$ cat src/rtl/fetch_stage.sv
// Instruction-fetch stage: owns the PC, issues one 32-bit read per cycle
// and registers the returned word into the IF/ID bundle.
//
// Ports:
//   clk, rst            clock; synchronous active-low reset
//   freeze              downstream stall: hold IF/ID, issue nothing
//   branch_taken/addr   redirect the PC and squash in-flight/skid words
//   mem_address/read    combinational request to InstructionMemory
//   mem_write(_data)    tied to zero (fetch never writes)
//   mem_read_data       registered ReadData, valid one cycle after a read
//   instruction/pc_out  IF/ID register (pc_out = fetch address + PC_STEP)
//   valid               IF/ID register holds a live instruction
module fetch_stage #(
    parameter int INSTRUCTION_LEN = 32,
    parameter int PC_RESET        = 0,
    parameter int PC_STEP         = 4
) (
    input  logic                       clk,
    input  logic                       rst,
    input  logic                       freeze,
    input  logic                       branch_taken,
    input  logic [INSTRUCTION_LEN-1:0] branch_addr,
    output logic [INSTRUCTION_LEN-1:0] mem_address,
    output logic                       mem_read,
    output logic                       mem_write,
    output logic [INSTRUCTION_LEN-1:0] mem_write_data,
    input  logic [INSTRUCTION_LEN-1:0] mem_read_data,
    output logic [INSTRUCTION_LEN-1:0] instruction,
    output logic [INSTRUCTION_LEN-1:0] pc_out,
    output logic                       valid
);

    localparam int W = INSTRUCTION_LEN;

    localparam logic [W-1:0] STEP    = W'(PC_STEP);
    localparam logic [W-1:0] PC_INIT = W'(PC_RESET);

    typedef enum logic {
        RUN,
        STALL
    } state_e;

    state_e       state_q, state_d;

    logic [W-1:0] pc_q, pc_d;

    logic         inflight_q, inflight_d;
    logic [W-1:0] inflight_pc_q, inflight_pc_d;

    logic         skid_valid_q, skid_valid_d;
    logic [W-1:0] skid_instr_q, skid_instr_d;
    logic [W-1:0] skid_pc_q, skid_pc_d;

    logic [W-1:0] instr_q, instr_d;
    logic [W-1:0] pc_out_q, pc_out_d;
    logic         valid_q, valid_d;

    logic         run_go;

    // A fetch goes out only when running and nothing else claims the cycle.
    assign run_go = (state_q == RUN) && !freeze && !branch_taken;

    assign mem_address    = pc_q;
    assign mem_read       = rst && run_go;
    assign mem_write      = 1'b0;
    assign mem_write_data = '0;

    assign instruction = instr_q;
    assign pc_out      = pc_out_q;
    assign valid       = valid_q;

    always_comb begin
        state_d       = state_q;
        pc_d          = pc_q;
        inflight_d    = inflight_q;
        inflight_pc_d = inflight_pc_q;
        skid_valid_d  = skid_valid_q;
        skid_instr_d  = skid_instr_q;
        skid_pc_d     = skid_pc_q;
        instr_d       = instr_q;
        pc_out_d      = pc_out_q;
        valid_d       = valid_q;

        if (branch_taken) begin
            // Redirect wins over freeze; every queued word is stale.
            pc_d         = branch_addr;
            inflight_d   = 1'b0;
            skid_valid_d = 1'b0;
            valid_d      = 1'b0;
            state_d      = RUN;
        end else begin
            unique case (state_q)
                RUN: begin
                    if (!freeze) begin
                        pc_d          = pc_q + STEP;
                        inflight_d    = 1'b1;
                        inflight_pc_d = pc_q;
                        if (inflight_q) begin
                            instr_d  = mem_read_data;
                            pc_out_d = inflight_pc_q + STEP;
                            valid_d  = 1'b1;
                        end else begin
                            valid_d = 1'b0;
                        end
                    end else begin
                        // The word returning now would be lost while
                        // IF/ID holds, so park it in the skid entry.
                        state_d    = STALL;
                        inflight_d = 1'b0;
                        if (inflight_q) begin
                            skid_instr_d = mem_read_data;
                            skid_pc_d    = inflight_pc_q + STEP;
                            skid_valid_d = 1'b1;
                        end
                    end
                end
                STALL: begin
                    if (!freeze) begin
                        // Drain the skid first; fetch restarts next cycle.
                        state_d = RUN;
                        if (skid_valid_q) begin
                            instr_d      = skid_instr_q;
                            pc_out_d     = skid_pc_q;
                            valid_d      = 1'b1;
                            skid_valid_d = 1'b0;
                        end else begin
                            valid_d = 1'b0;
                        end
                    end
                end
                default: begin
                    state_d = RUN;
                end
            endcase
        end
    end

    always_ff @(posedge clk) begin
        if (!rst) begin
            state_q       <= RUN;
            pc_q          <= PC_INIT;
            inflight_q    <= 1'b0;
            inflight_pc_q <= '0;
            skid_valid_q  <= 1'b0;
            skid_instr_q  <= '0;
            skid_pc_q     <= '0;
            instr_q       <= '0;
            pc_out_q      <= '0;
            valid_q       <= 1'b0;
        end else begin
            state_q       <= state_d;
            pc_q          <= pc_d;
            inflight_q    <= inflight_d;
            inflight_pc_q <= inflight_pc_d;
            skid_valid_q  <= skid_valid_d;
            skid_instr_q  <= skid_instr_d;
            skid_pc_q     <= skid_pc_d;
            instr_q       <= instr_d;
            pc_out_q      <= pc_out_d;
            valid_q       <= valid_d;
        end
    end

endmodule

$ cat config.mk
export PLATFORM = sky130hd
export DESIGN_NAME = fetch_stage
export DESIGN_NICKNAME = d
export VERILOG_FILES = /design/src/rtl/fetch_stage.sv
export SDC_FILE = /design/constraint.sdc
export NUM_CORES = 1
export LEC_CHECK = 0
export ABC_AREA = 1
export BUFFER_PORTS_ARGS = -buffer_cell sky130_fd_sc_hd__buf_4
export CORE_MARGIN = 2
export CORE_UTILIZATION = 45
export DETAILED_ROUTE_END_ITERATION = 8
export PLACE_DENSITY = 0.68
export SLEW_MARGIN = 10
export SYNTH_ARGS = -nofsm -noshare
export SYNTH_HDL_FRONTEND = slang
export SYNTH_SLANG_ARGS = --single-unit
$ cat constraint.sdc
create_clock -name clk -period 1.9 [get_ports clk]
set_input_delay 0.19 -clock clk [delete_from_list [all_inputs] [get_ports clk]]
set_output_delay 0.19 -clock clk [all_outputs]
set_load 0.05 [all_outputs]
# Word level (Yosys, flattened, before mapping)
# Cells that the tools add are included.
[totals]
in_bits = 68
register_bits = 196
out_inout_bits = 131
word_cells = 59
[op_classes]
add_sub_neg = 2
reduce_logical = 12
n_mux = 24
eq_ne = 7
bitwise_logic = 4
[op_table]
columns = ["cell", "count"]
rows = [
  ["2-to-1 mux 32 bit", 11],
  ["case mux 32 bit (2 select lines)", 2],
  ["adder 32 x 3 -> 32 bit, second input constant", 2],
  ["!= test 2 bit, second input constant", 5],
  ["2-to-1 mux 1 bit", 9],
  ["AND reduction 3 bit", 2],
  ["AND reduction 5 bit", 1],
  ["!= test 2 x 1 -> 1 bit, second input constant", 2],
  ["NOT 1 bit", 4],
  ["case mux 1 bit (2 select lines)", 2],
  ["AND reduction 2 bit", 2],
  ["AND reduction 4 bit", 1],
  ["logical AND 1 bit", 3],
  ["logical NOT 1 bit", 2],
  ["OR reduction 2 bit", 1],
]

# Longest topological paths before layout
[depth]
word_depth = 4
ltp_mapped = 11
ltp_nobuf = 11

# Worst setup path before layout
# No wires, ideal clock.
[synth_timing]
path_type = "reg2reg"
startpoint = "reg pc_q[3], in the netlist mem_address[3]"
endpoint = "reg pc_q[26], in the netlist mem_address[26]"
stages_incl_launch_ff = 11
n_path_buf = 0
required_ps = 1768
slack_ps = -52
arrival_ps = 1820
synth_period_minus_slack_ps = 1952
setup_time_ps = 132
path_cell_list = "dfxtp_1 ha_1 nand2_1 nor2_2 nand2_1 nor2_1 nand2_1 nand2_1 nand3_1 nand2_1 a21oi_1"
[synth_via]
elab_chain_len = 4
[synth_rtl]
columns = ["element", "line_no", "text"]
rows = [
  ["from (decl)", "45", "logic [W-1:0] pc_q, pc_d;"],
  ["from (signal assigned)", "152", "pc_q <= pc_d;"],
  ["adder 32 x 3 -> 32 bit", "95", "pc_d = pc_q + STEP;"],
  ["2-to-1 mux 32 bit", "94", "if (!freeze) begin"],
  ["2-to-1 mux 32 bit", "92", "unique case (state_q)"],
  ["2-to-1 mux 32 bit", "84", "if (branch_taken) begin"],
]
# Every way passes these cells. The select of a mux whose other input is x is not followed.
# A chain may end at the register's enable or synchronous reset.

# Worst setup path in the final report
[layout_timing]
startpoint = "reg state_q"
endpoint = "out mem_read"
[layout_via]
elab_chain_len = 4
[layout_rtl]
columns = ["element", "line_no", "text"]
rows = [
  ["from (decl)", "43", "state_e state_q, state_d;"],
  ["from (signal assigned)", "151", "state_q <= state_d;"],
  ["NOT 1 bit (no line)", "--", ""],
  ["logical AND 1 bit (2 in a row)", "61", "assign run_go = (state_q == RUN) && !freeze && !branch_taken;"],
  ["logical AND 1 bit", "64", "assign mem_read = rst && run_go;"],
  ["to (decl)", "24", "output logic mem_read,"],
]
# Every way passes these cells.

==> flow_summary.yaml <==
outcome:
  status: "complete, no violations"
cts:
  clk_path_buf_depth: 2
  htreeDepth: 4
  postCtsSetupBuffers: 0
  clk_pin_slew_ns: 0.08
  cts_num_sinks: 196
  cts_buffers: 17
  clock_latency_ns: 0.44
  cts_tree: "built"
  clockRootBuffer: "clkbuf_16"
floorplanning:
  coreArea_um2: 20300
  fp-row-count: 52
  die_h_um: 148
  start_util_pct: 46.0
  die_w_um: 148
  dieArea_um2: 21900
  io_pins: 199
timing:
  rsz0062_at_grt: "no"
  setup_violations: 0
  slew_headroom_pct: 48.7
  period_share_pct: 94.3
  finalCriticalPeriod_ns: 1.79
  hold_viol: 0
  timing.fmax_mhz: 558
  tns_ns: 0
  slew_violations: 0
  tightest_slew_ns: 0.769
  skew_ns: 0.0123
critical_path:
  crit_chain: "nor2_2, inv_1, nor2_1, buf_4"
  critical_path_class: "reg -> out"
  cp_slowest_cell: "dfxtp_2"
  end_kind: "primary output"
  worst_ep_required_time_ns: 1.71
  max_stage_delay_ns: 0.34
  worstPathMaxFanout: 5
  critPathLaunchType: "flop"
  cp.arrival_ns: 1.60
power_and_ir_drop:
  power.density_nw_per_um2: 816
  p_leak_nw: 4.93
  ir_drop_v: 0.000627
place:
  place_hpwl_um: 17100
  place_congestion: 0.890
  placed_area_um2: 10700
  placed_cells: 1750
  portBuffers: 165
synthesis:
  ys_seq_area_share_pct: 42.0
  synthTopCellsByArea: "dfxtp_1, nand2_1, nor2_1"
  yosysWarnings: 0
  synth_cell_type_count: 36
  synth_top_area_cell: "dfxtp_1"
  syn_area_um2: 9330
  syn-mean-instance-area_um2: 6.79
  yosys.area.top_type_share_pct: 42.0
  ys_ff_latch: 196
  netlist_instances: 1375
route:
  post-route-drc-count: 0
  num_vias: 9092
  ant_nets: 0
  drt_iter0_markers: 600
  vias_per_cell: 5.09
  wl_um: 25500
  post_drt_wl_per_cell_um: 14.3
  drtPass1Iterations: 5
grt:
  grt-ovfl-total: 0
  grt_pass1_vias: 8022
  grtUsageTotal_pct: 23.0
  grt_max_degree: 77
  grt_pass1_wl_um: 41000
  antenna_found_initial: 0
finish:
  fillers: 2061
  drive_above_1_share_pct: 16.0
  final_util_pct: 55.8
  regArea_um2: 3930
  fin_nets: 1573
  multi_input_area_um2: 4620
  area_growth_pct: 21.3
  instances_no_fill: 1785
  num_antenna_cells: 0
  finalInstanceArea_um2: 11300
worst_hold_path:
  hp-class: "in -> reg"
flow_run:
  max_cap_violations: 0
==> kinds of logic (layout without fill, tap and decap cells) <==
logic type | after synthesis | count (layout) | share of synthesized area (%)
AND/OR/NAND/NOR | 637 | 637 | 27.3
AO/OA/AOI/OAI | 320 | 320 | 18.9
buffers and inverters | 202 | 310 | 9.90
flip-flops | 196 | 196 | 42.0
XOR/XNOR | 17 | 17 | 1.60
adder cells (fa/ha/maj) | 2 | 2 | 0.268
other | 1 | 33 | 0.0402
==> cells in the final DEF (no fill, tap or decap), drive strengths merged, types with 6 or more instances in the layout <==
cell    netlist  final
inv          91     96
a21boi       12     12
nand3b        7      7
dfxtp       196    196
o211ai        6      6
nand3        50     50
buf          65    184
xor2         12     12
clkinv        0      7
nand2       345    345
o21ai       151    151
a21oi        88     88
conb          1     33
clkbuf       46     17
nor2        225    225
a22oi        14     14
a31oi        39     39
==> where the power goes <==
part / internal, mW / total [mW] / switching [mW]
Combinational: 0.410 / 1.33 / 0.921
Clock: 1.74 / 3.48 / 1.74
Sequential: 4.26 / 4.42 / 0.161
==> worst max-delay path, delay by kind of cell (launching register included) <==
family,cells,cell delay (ns)
AND/OR/NAND/NOR,2,0.43
buffers and inverters,2,0.40
flip-flops,1,0.34
==> registers in the layout, indices dropped and copies added (netlist names) <==
name	count
inflight_pc_q	32
skid_valid_q	1
valid	1
pc_out	32
skid_pc_q	32
skid_instr_q	32
state_q	1
mem_address	32
instruction	32
inflight_q	1
==> path summary, 6_finish.rpt <==
| path | start | endpoint | slack (ns) | depth (start not counted) |
|---|---|---|---|---|
| max reg2reg | inflight_pc_q[3] | skid_pc_q[30] | 0.17 | 10 |
| min | mem_read_data[29] | skid_instr_q[29] | 0.01 | 3 |
| max | state_q | mem_read | 0.11 | 4 |
| min reg2reg | valid | valid | 0.46 | 2 |
==> synth_stat cells <==
cell type,instances
nand2_1,344
nor2_1,216
dfxtp_1,196
o21ai_0,148
a21oi_1,88
inv_1,85
nand3_1,49
clkbuf_1,46
a31oi_1,39
buf_4,34
buf_2,24
a22oi_1,14
xor2_1,12
a21boi_1,7
nand3b_1,7
nor2_2,7
buf_1,6
inv_2,6
o211ai_1,6
a21boi_0,5
xnor2_1,5
nand4_1,4
a21o_1,3
a311oi_1,3
nor3_1,3
o21ai_1,3
or2_2,3
a211oi_1,2
ha_1,2
nor2_4,2
a221oi_1,1
buf_6,1
conb_1,1
nand2_4,1
nand3_2,1
o31ai_1,1
==> metal layers <==
metal | global-route usage (%) | share of wire [%] | vias up
met1 | 34.7 | 49 | 4100
li1 | - | - | 4659
met3 | 3.70 | 6.2 | 21
met4 | 5.71 | 0.98 | 0
met2 | 34.1 | 44 | 312
met5 | 0 | 0 | -
==> what timing repair did <==
item	CTS	global route
setup endpoints to repair	0	6
hold buffers	4	0
resized for setup	0	4
hold endpoints to repair	4	0
==> stage by stage <==
step / power, mW / setup WS (ns) / hold slack (ns)
after floorplan: 5.43 / 0.143 / 0.325
after global placement: 5.82 / 0.255 / 0.412
after detailed placement: 5.83 / 0.181 / 0.428
after CTS: 9.29 / 0.0554 / 0.00140
after global routing: 9.60 / 0.00664 / 0.00901
final: 9.23 / 0.108 / 0.0136
==> final cells by class <==
type	count	share of cell area, %
Sequential cell	196	34.7
Multi-Input combinational cell	1009	40.8
Clock buffer	17	3.76
Tap cell	270	2.98
Clock inverter	14	1.28
Timing Repair Buffer	188	13.4
Inverter	91	3.02
(Power assumes the default switching activity.)
